**config.mk**
```make
export PLATFORM = sky130hd
export DESIGN_NAME = tile_board_writer
export DESIGN_NICKNAME = d
export VERILOG_FILES = /design/src/rtl/block_killer_pkg.sv /design/src/rtl/lfsr8_rand.sv /design/src/rtl/tile_board_writer.sv
export SDC_FILE = /design/constraint.sdc
export NUM_CORES = 1
export LEC_CHECK = 0
export ABC_AREA = 1
export CAP_MARGIN = 20
export CELL_PAD_IN_SITES_DETAIL_PLACEMENT = 1
export CELL_PAD_IN_SITES_GLOBAL_PLACEMENT = 2
export CORE_ASPECT_RATIO = 2
export CORE_MARGIN = 3
export CORE_UTILIZATION = 27
export CTS_BUF_LIST = sky130_fd_sc_hd__clkbuf_2
export DETAILED_ROUTE_END_ITERATION = 8
export MAX_ROUTING_LAYER = met4
export PLACE_DENSITY_LB_ADDON = 0.1
export SYNTH_ARGS = -nofsm -noshare
export SYNTH_HDL_FRONTEND = slang
export SYNTH_SLANG_ARGS = --single-unit
```
**constraint.sdc**
```tcl
create_clock -name CLK_50M -period 1.95 [get_ports CLK_50M]
set_clock_uncertainty 0.2 [all_clocks]
set_input_delay 0.39 -clock CLK_50M [delete_from_list [all_inputs] [get_ports CLK_50M]]
set_output_delay 0.39 -clock CLK_50M [all_outputs]
set_load 0.005 [all_outputs]
```
**src/rtl/block_killer_pkg.sv**
```systemverilog
// Shared constants, state encoding and board indexing for the tile game engine.
package block_killer_pkg;

    localparam logic [2:0] COLOR_RED   = 3'b100;
    localparam logic [2:0] COLOR_GREEN = 3'b010;
    localparam logic [2:0] COLOR_BLUE  = 3'b001;

    localparam int CELL_W = 3;
    localparam int ROWS   = 8;
    localparam int COLS   = 4;
    localparam int COL_W  = CELL_W * ROWS;

    typedef enum logic [1:0] {
        IDLE = 2'd0,
        RUN  = 2'd1,
        OVER = 2'd2
    } state_t;

    // LSB index of a cell in the flattened board; column n occupies [n*COL_W +: COL_W],
    // row 0 is the top cell at the MSB end of the column.
    function automatic int cell_at(input int col, input int row);
        return col * COL_W + (ROWS - 1 - row) * CELL_W;
    endfunction

endpackage

```
**src/rtl/lfsr8_rand.sv**
```systemverilog
// 8-bit Fibonacci LFSR (x^8+x^6+x^5+x^4+1) exposing its low bits as a random pick.
module lfsr8_rand #(
    parameter logic [7:0] SEED  = 8'hA5,
    parameter int         OUT_W = 2
) (
    input  logic             clk,
    input  logic             rst_n,
    input  logic             en,
    output logic [OUT_W-1:0] rand_bits
);

    logic [7:0] q;

    always_ff @(posedge clk or negedge rst_n) begin
        if (!rst_n) begin
            q <= SEED;
        end else if (en) begin
            q <= {q[6:0], q[7] ^ q[5] ^ q[4] ^ q[3]};
        end
    end

    assign rand_bits = q[OUT_W-1:0];

endmodule

```
**src/rtl/tile_board_writer.sv**
```systemverilog
// Tile game engine: scrolls the board, inserts random tiles, clears hits, scores.
// Optional `BLOCK_SPEEDUP_EN shortens the scroll period as the score climbs.
module tile_board_writer
    import block_killer_pkg::*;
#(
    parameter int         TICK_CYCLES = 25_000_000,
    parameter logic [2:0] TILE_COLOR  = COLOR_BLUE,
    parameter logic [7:0] LFSR_SEED   = 8'hA5,
    parameter int         MIN_TICK    = 6_250_000
) (
    input  logic        CLK_50M,
    input  logic        RST_N,
    input  logic        start,
    input  logic [3:0]  key_hit,
    output logic [23:0] column_0,
    output logic [23:0] column_1,
    output logic [23:0] column_2,
    output logic [23:0] column_3,
    output logic [7:0]  score,
    output logic        game_over,
    output logic        playing
);

    localparam logic [31:0] PERIOD_INIT  = 32'(TICK_CYCLES);
    localparam logic [31:0] PERIOD_FLOOR = (32'(MIN_TICK) < PERIOD_INIT) ? 32'(MIN_TICK) : PERIOD_INIT;

    state_t                   state, state_next;
    logic [31:0]              tick_cnt, cnt_next;
    logic [31:0]              period;
    logic [COLS*COL_W-1:0]    board, board_next, board_hit;
    logic [7:0]               score_next, score_hit;
    logic [1:0]               lfsr_pick;
    logic                     key_onehot, wrong_key, bottom_full, tick;

    lfsr8_rand #(
        .SEED  (LFSR_SEED),
        .OUT_W (2)
    ) u_lfsr (
        .clk       (CLK_50M),
        .rst_n     (RST_N),
        .en        (1'b1),
        .rand_bits (lfsr_pick)
    );

`ifdef BLOCK_SPEEDUP_EN
    localparam logic [31:0] PERIOD_STEP = 32'(TICK_CYCLES / 16);
    logic [31:0] period_next;

    always_ff @(posedge CLK_50M or negedge RST_N) begin
        if (!RST_N) begin
            period <= PERIOD_INIT;
        end else begin
            period <= period_next;
        end
    end
`else
    // The floor can never bind here; the period stays at its initial value.
    assign period = (PERIOD_INIT > PERIOD_FLOOR) ? PERIOD_INIT : PERIOD_FLOOR;
`endif

    assign key_onehot = (key_hit != 4'd0) && ((key_hit & (key_hit - 4'd1)) == 4'd0);

    always_comb begin
        state_next  = state;
        cnt_next    = tick_cnt;
        board_next  = board;
        score_next  = score;
        board_hit   = board;
        score_hit   = score;
        wrong_key   = 1'b0;
        bottom_full = 1'b0;
        tick        = 1'b0;
`ifdef BLOCK_SPEEDUP_EN
        period_next = period;
`endif

        case (state)
            RUN: begin
                // >= keeps the tick reachable if the period shrinks below the running count.
                tick = (tick_cnt >= period - 32'd1);
                if (key_onehot) begin
                    for (int n = 0; n < COLS; n++) begin
                        if (key_hit[n]) begin
                            if (board[cell_at(n, ROWS-1) +: CELL_W] != 3'b000) begin
                                board_hit[cell_at(n, ROWS-1) +: CELL_W] = 3'b000;
                                if (score != 8'hFF) begin
                                    score_hit = score + 8'd1;
                                end
                            end else begin
                                wrong_key = 1'b1;
                            end
                        end
                    end
                end
                for (int n = 0; n < COLS; n++) begin
                    if (board_hit[cell_at(n, ROWS-1) +: CELL_W] != 3'b000) begin
                        bottom_full = 1'b1;
                    end
                end

                if (wrong_key) begin
                    state_next = OVER;
                    cnt_next   = '0;
                end else begin
                    board_next = board_hit;
                    score_next = score_hit;
`ifdef BLOCK_SPEEDUP_EN
                    if (score_hit != score && score_hit[2:0] == 3'b000) begin
                        period_next = (period < PERIOD_FLOOR + PERIOD_STEP) ? PERIOD_FLOOR
                                                                             : period - PERIOD_STEP;
                    end
`endif
                    if (!tick) begin
                        cnt_next = tick_cnt + 32'd1;
                    end else begin
                        cnt_next = '0;
                        if (bottom_full) begin
                            state_next = OVER;
                        end else begin
                            for (int n = 0; n < COLS; n++) begin
                                board_next[n*COL_W +: COL_W] =
                                    {(lfsr_pick == 2'(n)) ? TILE_COLOR : 3'b000,
                                     board_hit[n*COL_W + CELL_W +: COL_W - CELL_W]};
                            end
                        end
                    end
                end
            end
            default: begin
                cnt_next = '0;
            end
        endcase

        if (start) begin
            state_next = RUN;
            cnt_next   = '0;
            board_next = '0;
            score_next = '0;
`ifdef BLOCK_SPEEDUP_EN
            period_next = PERIOD_INIT;
`endif
        end
    end

    always_ff @(posedge CLK_50M or negedge RST_N) begin
        if (!RST_N) begin
            state     <= IDLE;
            tick_cnt  <= '0;
            board     <= '0;
            score     <= '0;
            game_over <= 1'b0;
            playing   <= 1'b0;
        end else begin
            state     <= state_next;
            tick_cnt  <= cnt_next;
            board     <= board_next;
            score     <= score_next;
            game_over <= (state_next == OVER);
            playing   <= (state_next == RUN);
        end
    end

    assign column_0 = board[0*COL_W +: COL_W];
    assign column_1 = board[1*COL_W +: COL_W];
    assign column_2 = board[2*COL_W +: COL_W];
    assign column_3 = board[3*COL_W +: COL_W];

endmodule

```
==> run metrics <==
Synth area leader dfrtp_1; largest net degree at the start of global routing 42; Post-Synth Adder-Cell Area 0.500%; post-route ant nets 0; worst-margin pin slew 0.546 ns; Num CTS Buffers 9; register area share after synthesis 49.1%; ys async rst share 100%; Hold Path Class in -> async; arrival time at the worst endpoint 2.47 ns; Final Worst Setup Slack -0.176 ns; CP startpoint kind register; CTS tree built; largest family of logic cells by synthesized area simple AND/OR/NAND/NOR gates; most frequent cell after synthesis nand2_1; share of cells above drive strength 1 51.3%; post-synthesis xor/xnor area fraction 2.62%; crit path max fanout 8; Die X-Extent 102 microns; MaxCap Viol Count 0; Power per Cell Area 419 mW/mm^2; Final Wtd Congestion 0.921; Worst Setup End Kind register; first-pass GRT wire length 26000 microns; Syn Inst Count 616; Leakage 4.56 nW; DRC viols 0; Area contributors post-synth dfrtp_1 (47%), nand2_1 (15%), buf_4 (7.9%), inv_1 (4.6%), nor2_1 (4.3%); Synth top area share 47.0%; Iter 0 DRT Violations 115; VDD IR max 224 uV; number of synthesized flops with an enable pin 0; Synth Flop Type dfrtp_1; gr usage total 16.6%; initial antenna violation count 1; outcome complete, but fails checks; clk_lat worst skew 0.59 ns; initial core utilization 27.9%; DRT Pass-1 Iters 4; CP peak stage delay 0.47 ns; failing checks setup timing; synthesized area per cell 8.13 sq um; die area 0.0203 sq mm; Post-Route Utilization 48.4%; crit share post-route 109%; Core Box Area 0.0180 sq mm; routed vias/inst 4.52; Final Net Count 901; worst-case clock buffer depth 2; root buffer cell clkbuf_2; Die Ht 199 microns; critical-path cell list nor3_4 > buf_4 > nand2_4 > o21ai_4 > o21ai_2 > nand2_4 > nor3_4 > buf_6 > clkbuf_16 > nand2_2 > nand2_1; CP max-delay cell dfrtp_1; WL final 17300 microns; worst rel slew slack 63.5%; Clock transition at path regs 0.29 ns; Ys Warns 0; simple-gate share of the synthesized area 28.4%; fmax 470 MHz; Syn-to-layout area delta 73.4%; Mapped Area 0.00501 sq mm; Reg2Reg Depth 11; RSZ-0062 raised after global routing yes; post-synth cell types 42; Crit Path Class reg -> reg; total number of vias 5017; synthesis-stage register bit count 98; crit path time final 2.13 ns; FP Rows 69; mux cell area share after synthesis 0%; Synth Area in Compound Gates 5.19%; Hold Violations, Final 0; wire per inst 15.6 microns; # clock sinks 98; num ports 113; H-tree Lvls 3; max-slew violation count 0; final setup fails 84; vias in the first global route 5320; setup TNS -8.16 ns; top cells by count, synth nand2_1 (194), dfrtp_1 (94), inv_1 (61); IO Port Bufs 104; grt ovf 0; Critical Path RT 2.29 ns; post-detail-place hpwl 11000 microns
routing by layer:
metal / GRT usage (%) / vias to the layer above / share of wire (%)
li1: - / 2414 / -
met1: 16.9 / 2491 / 35
met2: 31.9 / 89 / 59
met3: 2.04 / 23 / 2.8
met4: 5.55 / 0 / 2.5
met5: - / - / 0
report_power, final:
part	switching (mW)	internal (mW)
combinational	0.347	0.296
clock	0.745	0.177
sequential	0.0143	2.06
path summary, 6_finish.rpt:
kind / startpoint / endpoint / slack (ns)
max in group asynchronous: RST_N / tick_cnt[17] / 0.38
hold / removal: RST_N / u_lfsr.q[3] / 0.1
hold reg to reg: u_lfsr.q[6] / u_lfsr.q[7] / 0.18
min in group CLK_50M: u_lfsr.q[6] / u_lfsr.q[7] / 0.18
setup reg to reg: board[25] / board[66] / -0.18
setup / recovery: board[25] / board[66] / -0.18
metrics by stage:
| stage | hold WS [ns] | area [sq um] | setup WS (ns) | std cells | total power, mW |
|---|---|---|---|---|---|
| floorplan | -0.106 | 5060 | 0.0903 | 630 | 2.29 |
| global placement | 0.124 | 6630 | -0.737 | 972 | 2.47 |
| detailed placement | 0.130 | 6630 | -0.740 | 972 | 2.48 |
| CTS | 0.0256 | 7630 | -0.207 | 1080 | 3.58 |
| global route | 0.0431 | 8690 | -0.303 | 1111 | 3.83 |
| finish | 0.0980 | 8690 | -0.176 | 1111 | 3.64 |
cells by family after synthesis:
| family | count (synthesis) |
|---|---|
| DFF | 98 |
| other | 1 |
| adders and majority gates | 2 |
| xor gates and xnor gates | 15 |
| AOI/OAI and AO/OA | 45 |
| buffers and inverters | 129 |
| and+or+nand+nor | 326 |
flip-flops by register name, indices dropped and copies added (netlist names):
name       cells
board         46
game_over      1
playing        1
score          8
state          2
tick_cnt      32
u_lfsr.q       8
cells in the final DEF (no fill, tap or decap), types with 19 or more instances in the layout:
master,instances
buf_6,104
nand2_2,47
buf_4,143
nand2_1,127
dfrtp_1,85
nand3_1,19
nor2_1,40
nand2_4,27
inv_1,54
clkdlybuf4s15_1,27
worst max-delay path: cells and delay by family (launching register included):
family	cells	cell delay [ns]
simple gates	6	0.65
flops	1	0.47
buf+inv	3	0.49
compound gates	2	0.27
area by class of cell:
cell class                      count  area [sq um]
Clock inverter                      6          41.3
Clock buffer                       10          50.0
Timing Repair Buffer              310          3020
Antenna cell                        1          2.50
Fill cell                        2100          9270
Inverter                           69           265
Multi-Input combinational cell    404          2570
Tap cell                          213           267
Sequential cell                    98          2470
repair_timing:
item / 4_1_cts / 5_1_grt
buffers inserted: 91 / 38
hold endpoints to repair: 98 / 0
resized for setup: 448 / 206
setup endpoints to repair: 180 / 147
hold buffers: 2 / 0
pin swaps: 16 / 57
cloned: 2 / 5
No activity file was read; power rests on OpenSTA's default activity.
